[config.mk]
export PLATFORM = sky130hd
export DESIGN_NAME = weight_load_seq_flat
export DESIGN_NICKNAME = d
export VERILOG_FILES = /design/src/rtl/weight_load_seq_if.sv /design/src/rtl/weight_load_seq.sv /design/src/flat_wrapper.sv
export SDC_FILE = /design/constraint.sdc
export NUM_CORES = 1
export LEC_CHECK = 0
export CORE_MARGIN = 2
export CORE_UTILIZATION = 47
export DETAILED_ROUTE_END_ITERATION = 6
export PLACE_DENSITY = 0.8
export SLEW_MARGIN = 40
export SYNTH_ARGS = -nofsm -noshare
export SYNTH_HDL_FRONTEND = slang
export SYNTH_SLANG_ARGS = --single-unit
[constraint.sdc]
create_clock -name CLOCK -period 2.6 [get_ports CLOCK]
set_clock_uncertainty 0.1 [all_clocks]
set_input_delay 0.52 -clock CLOCK [delete_from_list [all_inputs] [get_ports CLOCK]]
set_output_delay 0.52 -clock CLOCK [all_outputs]
set_load 0.01 [all_outputs]
[src/rtl/weight_load_seq_if.sv]
// Bus between the weight-load sequencer, the weight RAM and the per-unit demux.
// The slave side is the sequencer; the master side is the controller/RAM/demux environment.
interface weight_load_seq_if #(
  parameter int ADDR_W = 8,
  parameter int DATA_W = 32
);
  logic              start;
  logic [ADDR_W-1:0] base_addr;
  logic              hold;
  logic              ram_en;
  logic [ADDR_W-1:0] ram_addr;
  logic [DATA_W-1:0] ram_data;
  logic [DATA_W-1:0] ram_out;
  logic [2:0]        unit_sel;
  logic              write;
  logic              busy;
  logic              done;

  modport master (
    output start, base_addr, hold, ram_data,
    input  ram_en, ram_addr, ram_out, unit_sel, write, busy, done
  );

  modport slave (
    input  start, base_addr, hold, ram_data,
    output ram_en, ram_addr, ram_out, unit_sel, write, busy, done
  );
endinterface

[src/rtl/weight_load_seq.sv]
// Streams NUM_UNITS*WEIGHTS_PER_UNIT sequential RAM words to the unit demux; write lags its read by 2 cycles.
// hold stalls only the issue of new reads; reads already in flight always complete.
module weight_load_seq #(
  parameter int NUM_UNITS        = 4,
  parameter int WEIGHTS_PER_UNIT = 16,
  parameter int ADDR_W           = 8,
  parameter int DATA_W           = 32
) (
  input  logic             CLOCK,
  input  logic             RESET_N,
  weight_load_seq_if.slave bus
);
  localparam int TOTAL  = NUM_UNITS * WEIGHTS_PER_UNIT;
  localparam int CNT_W  = (TOTAL > 1) ? $clog2(TOTAL) : 1;
  localparam int WIDX_W = (WEIGHTS_PER_UNIT > 1) ? $clog2(WEIGHTS_PER_UNIT) : 1;

  typedef enum logic [1:0] {S_IDLE, S_ISSUE, S_DRAIN, S_DONE} state_t;

  state_t            r_state;
  logic [ADDR_W-1:0] r_base;
  logic [CNT_W-1:0]  r_cnt;
  logic [2:0]        r_unit;
  logic [WIDX_W-1:0] r_widx;
  logic              r_p1_vld;
  logic [2:0]        r_p1_tag;
  logic [DATA_W-1:0] r_ram_out;
  logic [2:0]        r_unit_sel;
  logic              r_write;
  logic              r_busy;
  logic              r_done;

  logic w_issue;
  logic w_last;
  logic w_unit_end;

  // Read enable must respond to hold in the same cycle, so it is decoded from the state register.
  assign w_issue    = (r_state == S_ISSUE) && !bus.hold;
  assign w_last     = (r_cnt == CNT_W'(TOTAL - 1));
  assign w_unit_end = (r_widx == WIDX_W'(WEIGHTS_PER_UNIT - 1));

  assign bus.ram_en   = w_issue;
  assign bus.ram_addr = w_issue ? (r_base + ADDR_W'(r_cnt)) : '0;
  assign bus.ram_out  = r_ram_out;
  assign bus.unit_sel = r_unit_sel;
  assign bus.write    = r_write;
  assign bus.busy     = r_busy;
  assign bus.done     = r_done;

  always_ff @(posedge CLOCK or negedge RESET_N) begin
    if (!RESET_N) begin
      r_state    <= S_IDLE;
      r_base     <= '0;
      r_cnt      <= '0;
      r_unit     <= '0;
      r_widx     <= '0;
      r_p1_vld   <= 1'b0;
      r_p1_tag   <= '0;
      r_ram_out  <= '0;
      r_unit_sel <= '0;
      r_write    <= 1'b0;
      r_busy     <= 1'b0;
      r_done     <= 1'b0;
    end else begin
      r_done   <= 1'b0;
      r_p1_vld <= w_issue;
      r_write  <= r_p1_vld;
      if (w_issue) begin
        r_p1_tag <= r_unit;
      end
      // Data and tag are only refreshed on a real write so they hold between strobes.
      if (r_p1_vld) begin
        r_ram_out  <= bus.ram_data;
        r_unit_sel <= r_p1_tag;
      end

      case (r_state)
        S_IDLE: begin
          if (bus.start) begin
            r_state <= S_ISSUE;
            r_base  <= bus.base_addr;
            r_cnt   <= '0;
            r_unit  <= '0;
            r_widx  <= '0;
            r_busy  <= 1'b1;
          end
        end
        S_ISSUE: begin
          if (w_issue) begin
            if (w_last) begin
              r_state <= S_DRAIN;
            end else begin
              r_cnt <= r_cnt + CNT_W'(1);
            end
            if (w_unit_end) begin
              r_widx <= '0;
              r_unit <= r_unit + 3'd1;
            end else begin
              r_widx <= r_widx + WIDX_W'(1);
            end
          end
        end
        S_DRAIN: begin
          if (!r_p1_vld) begin
            r_state <= S_DONE;
            r_done  <= 1'b1;
          end
        end
        S_DONE: begin
          r_state <= S_IDLE;
          r_busy  <= 1'b0;
        end
        default: r_state <= S_IDLE;
      endcase
    end
  end
endmodule

[src/flat_wrapper.sv]
// flat-port wrapper written by rule: the top's interface ports become plain ports
module weight_load_seq_flat 
#(
  parameter int NUM_UNITS        = 4,
  parameter int WEIGHTS_PER_UNIT = 16,
  parameter int ADDR_W           = 8,
  parameter int DATA_W           = 32
)
  (CLOCK, RESET_N, bus_start, bus_base_addr, bus_hold, bus_ram_data, bus_ram_en, bus_ram_addr, bus_ram_out, bus_unit_sel, bus_write, bus_busy, bus_done);
  weight_load_seq_if #(.ADDR_W(ADDR_W), .DATA_W(DATA_W)) bus_i ();
  input  logic CLOCK;
  input  logic RESET_N;
  input wire logic [$bits(bus_i.start)-1:0] bus_start;
  input wire logic [$bits(bus_i.base_addr)-1:0] bus_base_addr;
  input wire logic [$bits(bus_i.hold)-1:0] bus_hold;
  input wire logic [$bits(bus_i.ram_data)-1:0] bus_ram_data;
  output wire logic [$bits(bus_i.ram_en)-1:0] bus_ram_en;
  output wire logic [$bits(bus_i.ram_addr)-1:0] bus_ram_addr;
  output wire logic [$bits(bus_i.ram_out)-1:0] bus_ram_out;
  output wire logic [$bits(bus_i.unit_sel)-1:0] bus_unit_sel;
  output wire logic [$bits(bus_i.write)-1:0] bus_write;
  output wire logic [$bits(bus_i.busy)-1:0] bus_busy;
  output wire logic [$bits(bus_i.done)-1:0] bus_done;
  assign bus_i.start = bus_start;
  assign bus_i.base_addr = bus_base_addr;
  assign bus_i.hold = bus_hold;
  assign bus_i.ram_data = bus_ram_data;
  assign bus_ram_en = bus_i.ram_en;
  assign bus_ram_addr = bus_i.ram_addr;
  assign bus_ram_out = bus_i.ram_out;
  assign bus_unit_sel = bus_i.unit_sel;
  assign bus_write = bus_i.write;
  assign bus_busy = bus_i.busy;
  assign bus_done = bus_i.done;
  weight_load_seq #(.NUM_UNITS(NUM_UNITS), .WEIGHTS_PER_UNIT(WEIGHTS_PER_UNIT), .ADDR_W(ADDR_W), .DATA_W(DATA_W)) u_core (.CLOCK(CLOCK), .RESET_N(RESET_N), .bus(bus_i));
endmodule
Word-level counts from Yosys, hierarchy flattened
Index checks and enable logic that the tools add are counted. W data, S select, Z words.

Memory bits (read-only): 0. Memories kept: 0. Output and inout port bits: 47. Bits of input ports: 44. Word-level logic and storage cells: 60. Bits in writable memories: 0. Register bits after elaboration: 65. Latch bits: 0.

Div/mod/pow operators: 0. Shifts and indexed selects: 0. Multiplexer cells: 22. Reductions and logical operators: 11. Multiply operators: 0. Order comparisons: 0. Add/sub/neg operators: 4. Bitwise gates (word level): 0. Eq/ne operators: 11.

Operators with widths (count): $mux W6 (3); $mux W4 (3); $pmux W6 S2 (1); $reduce_and A4 Y1 (3); $mux W3 (3); $add A8 B6 Y8 (1); $mux W2 (4); $mux W8 (1); $pmux W2 S4 (1); $pmux W4 S2 (1); $add A6 B1 Y6 const B (1); $eq A6 B6 Y1 const B (1); $ne A2 B1 Y1 const B (3); $ne A2 B2 Y1 const B (3); $pmux W3 S2 (1); $add A4 B1 Y4 const B (1); $eq A2 B2 Y1 const B (2); $eq A4 B4 Y1 const B (1); $reduce_and A2 Y1 (2); $reduce_bool A2 Y1 (2); $add A3 B1 Y3 const B (1); $mux W1 (3); $reduce_and A3 Y1 (1); $eq A2 B1 Y1 const B (1); 4 further kinds (4).

Longest topological paths before layout
Depth in word-level cells: 4. Mapped depth: 8. Mapped depth without buffers: 7.

Least setup slack after synthesis
OpenSTA, ideal clock, no wires.

Path kind: reg2out. Start: reg u_core.r_cnt[0]. End: out bus_ram_addr[6]. Stages on the path, launching flop included: 7. Data required time: 1.980 ns. Setup slack: 0.188 ns. Buffers on the path: 0. Arrival: 1.792 ns. Path through: dfrtp_1 > ha_1 > fa_1 > a21o_1 > and3_1 > o21a_1 > nor3_1.

Word-level cells in the longest chain between the ends: 2.

RTL lines: from (decl) (line weight_load_seq.sv:21) `logic [CNT_W-1:0] r_cnt;`; from (signal assigned) (line weight_load_seq.sv:92) `r_cnt <= r_cnt + CNT_W'(1);`; $add A8 B6 Y8 (line weight_load_seq.sv:42) `assign bus.ram_addr = w_issue ? (r_base + ADDR_W'(r_cnt)) : '0;`; $mux W8 (line weight_load_seq.sv:42); to (decl) (line flat_wrapper.sv:18) `output wire logic [$bits(bus_i.ram_addr)-1:0] bus_ram_addr;`.

No other way between the ends.

Final worst setup path
Ends and elaborated chain as after synthesis.

==> results.sh <==
export IMPL_drt_first_iter_violations=122
export IMPL_antenna_found_initial=0
export IMPL_violations="negative setup slack"
export IMPL_crit_arrival_ps=2060
export IMPL_cts_buffer_depth=2
export IMPL_slowest_delay_ps=390
export IMPL_worstPathRequired_ps=1980
export IMPL_pwr_density_cell_nw_per_um2=1160
export IMPL_coreArea_um2=6280
export IMPL_grt_max_degree=66
export IMPL_dieArea_um2=7040
export IMPL_hold_slack_ps=78.3
export IMPL_critPathBufInv=1
export IMPL_wl_per_cell_um=14.5
export IMPL_post_route_period_util=1.03
export IMPL_fmax_mhz=374
export IMPL_synth_edf_count=0
export IMPL_vias_per_cell=5.23
export IMPL_slew_viol_final=0
export IMPL_die_w_um=83.9
export IMPL_synth_common_cells="dfrtp_1 (65), mux2_2 (45), nand2_1 (23), ha_1 (13), nor2_1 (9)"
export IMPL_h_tree_depth=3
export IMPL_rows=29
export IMPL_p_leak_nw=2.04
export IMPL_cp_end_kind="primary output"
export IMPL_synthToLayoutAreaGrowth_pct=48.0
export IMPL_synth_top_flop_cell="dfrtp_1"
export IMPL_grt_overflow=0
export IMPL_path_class="reg -> out"
export IMPL_seq_area_frac_synth=0.542
export IMPL_synth_cell_types=43
export IMPL_drtAntennaViolNets=0
export IMPL_post_synth_cell_area_avg_um2=12.4
export IMPL_cts_hold_buf=0
export IMPL_cts_sinks=65
export IMPL_syn_area_um2=3000
export IMPL_place_hpwl_mm=4.65
export IMPL_yosysTopAreaCellShare=0.542
export IMPL_rsz0062_at_grt="true"
export IMPL_crit_path_cell_trace="ha_2, fa_2, a21o_1, and3_4, o21a_1, nor3_2, buf_2"
export IMPL_fin_cells=445
export IMPL_dpl_cell_count=425
export IMPL_grt_pass1_vias=2479
export IMPL_clk_pin_slew_ps=70
export IMPL_routed_wl_mm=6.44
export IMPL_cts_buffers=9
export IMPL_start_util=0.478
export IMPL_vias=2326
export IMPL_syn_inst=242
export IMPL_numPortBuffers=90
export IMPL_diodes=0
export IMPL_synth_async_reset_ratio=1.00
export IMPL_top_level_ports=91
export IMPL_cp_max_fo=2
export IMPL_slew_headroom=0.572
export IMPL_layout_min_cycle_time_ps=2680
export IMPL_synth_top_cell_by_area="dfrtp_1"
export IMPL_drive_gt1_frac=0.291
export IMPL_post_synth_top_count_cell="dfrtp_1"
export IMPL_critical_path_top_delay_family="adder cells"
export IMPL_syn_num_nets=300
export IMPL_cts_root_buf="clkbuf_8"
export IMPL_worst_ir_drop_vdd_mv=0.699
export IMPL_max_cap_violations=0
export IMPL_cp_slowest_cell="dfrtp_1"
export IMPL_insertion_delay_ps=330
export IMPL_startpoint_type="flip-flop"
export IMPL_synthTopCellsByArea="dfrtp_1 (54%), mux2_2 (17%), ha_1 (5.4%)"
export IMPL_die_height_um=83.9
export IMPL_tightest_slew_ps=642
export IMPL_track_usage=0.201
export IMPL_setup_ws_ps=-75.5
export IMPL_setup_viol_count_final=2
export IMPL_ys_ff_latch=65
export IMPL_finalHoldViolations=0
export IMPL_min_path_type="in -> async"
export IMPL_route_detailed_drc=0
export IMPL_cts_tree="done"
export IMPL_status="finished, violations left"
export IMPL_finalNetCount=421
export IMPL_yosysWarningCount=0
export IMPL_gp_congestion=0.854
export IMPL_grt_first_pass_wirelength_mm=11.3
export IMPL_power_mw=5.16
export IMPL_drt_pass1_iter_count=4
-- cell type report --
type,count,area (um2)
Multi-Input combinational cell,164,1390
Clock buffer,11,141
Clock inverter,5,78.8
Fill cell,480,1830
Inverter,6,22.5
Timing Repair Buffer,117,1090
Sequential cell,65,1630
Tap cell,77,96.3
-- report_power, final --
group	leakage, nW	total [mW]	switching, mW	internal (mW)
registers	0.801	1.76	0.293	1.46
clock network	0.113	0.954	0.389	0.565
logic	1.12	2.45	1.01	1.45
total	2.04	5.16	1.69	3.47
-- cells by family after synthesis --
group / Yosys count / synth area share
compound gates: 35 / 0.0808
xor+xnor: 3 / 0.00875
fa+ha+maj: 14 / 0.0608
buf+inv: 13 / 0.0179
flops: 65 / 0.542
mux: 48 / 0.179
simple gates: 64 / 0.111
-- layout by cell type, fill, tap and decap left out, types with 2 or more instances in the layout --
| cell | count |
|---|---|
| a21oi_1 | 6 |
| nand2b_1 | 3 |
| nor3b_1 | 2 |
| nand3_1 | 6 |
| clkbuf_8 | 10 |
| inv_1 | 5 |
| nor2b_1 | 3 |
| bufinv_16 | 2 |
| buf_2 | 5 |
| a211oi_1 | 2 |
| mux2i_1 | 3 |
| a21o_1 | 4 |
| ha_4 | 2 |
| xor2_1 | 2 |
| and3_1 | 3 |
| mux2_2 | 45 |
| o211ai_1 | 2 |
| a22o_1 | 2 |
| clkdlybuf4s50_1 | 81 |
| nor3_2 | 2 |
| ha_1 | 10 |
| nor2_1 | 9 |
| nand2_1 | 23 |
| o21ai_0 | 3 |
| a31oi_1 | 2 |
| nor3_1 | 2 |
| buf_4 | 26 |
| dfrtp_1 | 65 |
| clkinv_2 | 2 |
| o31ai_1 | 2 |
| and2_1 | 2 |
-- path summary, 6_finish.rpt --
path,startpoint,end,slack (ps),cells past startpoint
hold / removal,RESET_N,u_core.r_p1_tag[0],80,2
min in group CLOCK,u_core.r_p1_tag[1],u_core.r_p1_tag[1],380,2
max in group asynchronous,RESET_N,u_core.bus.ram_out[12],2010,2
setup / recovery,u_core.r_cnt[0],bus_ram_addr[6],-80,7
hold reg to reg,u_core.r_p1_tag[1],u_core.r_p1_tag[1],380,2
setup reg to reg,u_core.r_state[1],u_core.r_state[1],560,7
-- sequential cells by signal, summed over array words and instances (netlist names), 2 cells and up --
name,cells
u_core.r_cnt,6
u_core.r_state,2
u_core.r_unit,3
u_core.bus.ram_out,32
u_core.r_p1_tag,3
u_core.r_widx,4
u_core.bus.unit_sel,3
u_core.r_base,8
-- per-layer routing --
layer	GRT usage	vias to the layer above	share of wire
li1	-	1110	-
met1	0.247	1119	0.43
met2	0.337	88	0.49
met3	0.0485	9	0.065
met4	0.0865	0	0.015
met5	0	-	0
-- metrics by stage --
stage	setup TNS (ps)	util	setup slack (ps)	area, um2
final	-137	0.708	-75.5	4440
after global routing	-580	0.708	-189	4440
after CTS	-206	0.702	-109	4410
after detailed placement	-1220	0.661	-262	4150
after global placement	-1040	0.661	-222	4150
after floorplan	0	-	188	3000
-- repair_timing --
action	4_1_cts	5_1_grt
endpoints found under the setup margin	9	7
gates resized for setup	30	8
setup buffers	3	1
pin swaps	7	4
Note: power is estimated with default switching activity, not from simulation.
==> variant 1, RTL diff (same settings) <==
`WEIGHTS_PER_UNIT` is set to 16 in 2 places; all go to 32.
--- a/src/rtl/weight_load_seq.sv
+++ b/src/rtl/weight_load_seq.sv
@@ -3,5 +3,5 @@
 module weight_load_seq #(
   parameter int NUM_UNITS        = 4,
-  parameter int WEIGHTS_PER_UNIT = 16,
+  parameter int WEIGHTS_PER_UNIT = 32,
   parameter int ADDR_W           = 8,
   parameter int DATA_W           = 32
--- a/src/flat_wrapper.sv
+++ b/src/flat_wrapper.sv
@@ -3,5 +3,5 @@
 #(
   parameter int NUM_UNITS        = 4,
-  parameter int WEIGHTS_PER_UNIT = 16,
+  parameter int WEIGHTS_PER_UNIT = 32,
   parameter int ADDR_W           = 8,
   parameter int DATA_W           = 32
Function: same outputs for any inputs over 10 cycles, from zero or initial values and one cycle with RESET_N low; that may be too few to reach the edited logic, so the function may still have changed.
==> variant 1 against the unedited design <==
Total power is essentially flat; global-route usage down 1.6 points; final area is 5.0% higher; routed wire length grew 9.5%; setup slack improved by 0.10 ns; synthesized area grew 7.8%; utilization down 1.4 points; non-clock buffer count up 2; critical path depth down 1; sequential cell count grew 2; count of clock-buffer cells in the layout shrank 2; combinational power increased by 4%; register-to-register slack gained 0.11 ns; largest power group unchanged; highest routed layer unchanged.
==> variant 1: results (changes against the unedited design) <==
| Metric | Value |
|---|---|
| Cell variety after synth | 49 (+14%) |
| Max IR drop VDD | 0.638 mV (-8.7%) |
| NumNets Final | 449 (+6.7%) |
| PostCTS Resize Cnt | 31 (+3.3%) |
| Die span in x | 87.0 µm (+3.6%) |
| Pre-CTS WS | -0.421 ns (-0.160 ns) |
| GRT Total Usage | 18.5% (-1.6 points) |
| Critical path's top delay family | simple AND/OR/NAND/NOR gates |
| Vias per cell | 5.35 (+2.3%) |
| Outcome | finished, final reports clean |
| Post-synthesis compound-gate area fraction | 10.8% (+2.7 points) |
| Setup bufs post-CTS | 1 (-2) |
| Reg-to-Reg Start | u_core.r_state[0] |
| First-pass GRT wire length | 10,900 µm (-3.8%) |
| WL per Instance | 14.9 µm (+2.8%) |
| Number of global-route vias before repair | 2,375 (-4.2%) |
| Worst stage delay on the critical path | 0.42 ns (+0.03 ns) |
| Share of cells above drive strength 1 | 29.2% (+0.11 points) |
| Drt pass-1 iters | 6 (+2) |
| Area contributors post-synth | dfrtp_1, mux2_2, ha_1, nand2_1, o21ai_0 |
| DRT iter0 DRCs | 103 (-16%) |
| Syn Inst Count | 269 (+11%) |
| Top cells by count, synth | dfrtp_1, mux2_2, nand2_1 |
| Slew @ Worst Pin | 0.569 ns (-0.0728 ns) |
| Sequential element share of the synthesized area | 51.8% (-2.4 points) |
| GPL Wtd Cong | 0.857 (+0.36%) |
| Largest net degree at the start of global routing | 68 (+3.0%) |
| Static leakage | 2.06 nW (+1.0%) |
-- variant 1: cell type report --
class	count	area (µm²)
clock buffer	9	124
fill	485	2050
inverter	8	30.0
multi-input combinational	184	1560
clock inverter	7	77.6
sequential	67	1680
tap	80	100
timing repair buffer	119	1100
-- variant 1: logic make-up (layout without fill, tap and decap cells) --
family                     Yosys count  after routing
DFF                                 67             67
and+or+nand+nor                     68             68
adders and majority gates           16             16
muxes                               47             47
xor gates and xnor gates             1              1
buffers and inverters               18            143
AOI/OAI and AO/OA                   52             52
-- variant 1: worst paths after layout --
kind | endpoint | slack (ns) | depth (start not counted)
max | bus_ram_addr[5] | 0.03 | 6
min in group CLOCK | u_core.r_p1_tag[2] | 0.38 | 2
min reg2reg | u_core.r_p1_tag[2] | 0.38 | 2
max reg2reg | u_core.r_unit[1] | 0.67 | 5
max in group asynchronous | u_core.r_state[0] | 2.01 | 2
min | u_core.r_base[4] | 0.07 | 2
-- variant 1: stage by stage --
step | cell area (µm²) | setup TNS (ns)
2_1_floorplan | 3240 | 0
4_1_cts | 4630 | 0
3_5_place_dp | 4400 | -2.04
3_3_place_gp | 4400 | -1.92
5_1_grt | 4660 | -0.163
6_report | 4660 | 0
-- variant 1: metal layers --
| metal | wire length [µm] | track usage [%] | share of wire [%] | up-vias |
|---|---|---|---|---|
| met5 | 0 | 0 | 0 | - |
| met1 | 3250 | 24.4 | 46 | 1225 |
| met4 | 42 | 6.39 | 0.60 | 0 |
| met3 | 413 | 4.74 | 5.9 | 5 |
| li1 | - | - | - | 1226 |
| met2 | 3350 | 29.6 | 47 | 79 |
-- variant 1: report_power, final --
group	switching (W)	internal, W
Combinational	0.00109	0.00147
Clock	0.000422	0.000451
Sequential	0.000267	0.00146
==> variant 2, RTL diff (config.mk and constraints unchanged) <==
Made on the original files. Encoding of `state_t`: now one-hot (4 bits for 4 states).
--- a/src/rtl/weight_load_seq.sv
+++ b/src/rtl/weight_load_seq.sv
@@ -15,5 +15,5 @@
   localparam int WIDX_W = (WEIGHTS_PER_UNIT > 1) ? $clog2(WEIGHTS_PER_UNIT) : 1;
 
-  typedef enum logic [1:0] {S_IDLE, S_ISSUE, S_DRAIN, S_DONE} state_t;
+  typedef enum logic [3:0] {S_IDLE = 4'b0001, S_ISSUE = 4'b0010, S_DRAIN = 4'b0100, S_DONE = 4'b1000} state_t;
 
   state_t            r_state;
Function: no difference found for any inputs over 10 cycles, from zero or initial values and one cycle with RESET_N low; not proved beyond that.
==> variant 2 against the unedited design <==
The run still ends with setup timing left; count of clock-buffer cells in the layout stayed put; total power is 15% lower; setup slack better by 0.011 ns; final area is 1.2% higher; routed wire length is 5.9% higher; synthesized area is 0.87% higher; sequential cell count is 2 higher; largest power group unchanged.
==> variant 2: results (changes against the unedited design) <==
| Metric | Value |
|---|---|
| Outcome | complete, but fails checks |
| Failing checks | setup timing |
| H-tree lvl count | 3 (unchanged) |
| Final setup fails | 3 (+1) |
| Post-synthesis compound-gate area fraction | 9.42% (+1.3 points) |
| Vias per cell | 5.33 (+2.0%) |
| Share of cells above drive strength 1 | 32.3% (+3.2 points) |
| GRT Total Usage | 19.9% (-0.13 points) |
| Cell variety after synth | 47 (+9.3%) |
| Post-Synth Adder-Cell Area | 4.38% (-1.7 points) |
| Sequential element share of the synthesized area | 55.4% (+1.2 points) |
| Number of fill cells | 434 (-9.6%) |
| Initial antenna violation count | 0 (unchanged) |
| Syn_nets | 295 (-1.7%) |
| Clk root buf | clkbuf_8 |
| DRT iter0 DRCs | 108 (-11%) |
| Final hold vios | 0 (unchanged) |
| Pre-CTS WS | -0.226 ns (+0.0359 ns) |
| GPL Wtd Cong | 0.837 (-2.0%) |
| Clock tree buffer depth | 2 (unchanged) |
| Slowest CP cell | dfrtp_1 |
| Hold crit path type | primary input to async pin |
| Post-DP HPWL | 4730 µm (+1.7%) |
| Static leakage | 2.02 nW (-1.1%) |
| # diodes | 0 (unchanged) |
| Max IR drop VDD | 0.615 mV (-12%) |
| Worst flop-to-flop path endpoint | u_core.r_cnt[5] |
| R2R cell count | 6 (-1) |
| First-pass GRT wire length | 11,300 µm (-0.37%) |
| Post-synthesis async set-or-reset flop share | 100% (unchanged) |
| Sum of negative setup slack | -0.129 ns (+0.00807 ns) |
| WL per Instance | 15.2 µm (+5.0%) |
| Worst stage delay on the critical path | 0.39 ns (about the same) |
| Slew @ Worst Pin | 0.522 ns (-0.120 ns) |
| Area contributors post-synth | dfrtp_1, mux2_2, ha_1, nand2_1, and2_1 |
| Multiplexer share of the synthesized area | 17.0% (-0.86 points) |
| Fin worst setup slack | -0.0648 ns (+0.0107 ns) |
| Xor-xnor portion of the synthesized cell area | 1.45% (+0.57 points) |
| Drc violations | 0 (unchanged) |
| Number of global-route vias before repair | 2,439 (-1.6%) |
| Drt pass-1 iters | 4 (unchanged) |
| Largest net degree at the start of global routing | 47 (-29%) |
| Reg-to-Reg Start | u_core.r_state[3] |
| Critical path's top delay family | compound AO/OA/AOI/OAI gates |
| Arrival @ worst endpoint | 2.04 ns (-0.02 ns) |
| R2r setup slk | 0.51 ns (-0.05 ns) |
| Clk Latency, worst-skew pair | 0.33 ns (about the same) |
| Top cells by count, synth | dfrtp_1, mux2_2, nand2_1 |
[variant 2: changes by cell type in the layout (fill, tap and decap cells not counted), moves of 2 or more]
| cell | unedited run | this run |
|---|---|---|
| o21ai_0 | 3 | 6 |
| o2bb2ai_1 | 0 | 5 |
| and3_1 | 3 | 0 |
| nand2b_1 | 3 | 1 |
| inv_1 | 5 | 2 |
| nand2_1 | 23 | 16 |
| ha_1 | 10 | 8 |
| a21oi_2 | 1 | 3 |
| nor3_2 | 2 | 0 |
| buf_4 | 26 | 34 |
| nor4_1 | 1 | 3 |
| nor2b_1 | 3 | 0 |
| and2_1 | 2 | 6 |
| clkbuf_2 | 1 | 3 |
[variant 2: logic make-up after synthesis]
kind of cell	after synthesis
compound gates	41
xor+xnor	5
fa+ha+maj	10
buf+inv	14
flops	67
mux	46
simple gates	58
[variant 2: what timing repair did]
action                                  CTS  global route
endpoints found under the hold margin     0             0
pin swaps                                 8            14
resized for setup                        37            11
endpoints found under the setup margin    9             8
buffers inserted                          1             4
gates cloned                              0             0
[variant 2: stage by stage]
step,utilization [%],hold slack (ns),instance area [µm²],std cells,power (W)
after global placement,67.1,0.355,4210,428,0.00334
after floorplan,-,0.124,3030,241,0.00245
after detailed placement,67.1,0.357,4210,428,0.00341
final,71.7,0.0582,4500,449,0.00441
after global routing,71.7,0.0795,4500,449,0.00467
after CTS,70.8,0.0681,4450,445,0.00437
[variant 2: worst register-to-register path, delay by kind of cell, from the launching register on]
family | cells | cell delay, ns
AOI/OAI and AO/OA | 1 | 0.12
and+or+nand+nor | 3 | 1.13
DFF | 1 | 0.39
buffers and inverters | 2 | 0.31
[variant 2: layer usage]
metal | track usage, % | vias to the layer above | share of wire, %
met5 | 0 | - | 0
met4 | 4.55 | 0 | 1.1
met3 | 6.69 | 8 | 6.3
met2 | 33.5 | 89 | 49
met1 | 25.1 | 1172 | 43
li1 | - | 1126 | -
[variant 2: final cells by class]
class | instances | area share, %
sequential | 67 | 37.3
multi-input combinational | 160 | 30.2
timing repair buffer | 126 | 25.4
clock buffer | 11 | 2.92
tap | 77 | 2.14
clock inverter | 5 | 1.72
inverter | 3 | 0.362
[variant 2: worst max-delay path by stage]
stage	start	endpoint	slack [ns]	cells past startpoint
floorplan	u_core.r_state[3]	bus_ram_addr[3]	0.09	6
global placement	bus_hold	bus_ram_addr[6]	-0.19	5
detailed placement	bus_hold	bus_ram_addr[4]	-0.23	5
CTS	u_core.r_cnt[1]	bus_ram_addr[5]	-0.07	6
global route	u_core.r_cnt[1]	bus_ram_addr[5]	-0.17	6
finish	u_core.r_cnt[1]	bus_ram_addr[5]	-0.06	6
[variant 2: power by group]
group          switching [W]  internal [W]
Sequential          0.000203       0.00142
Clock               0.000382      0.000538
Combinational       0.000725       0.00114
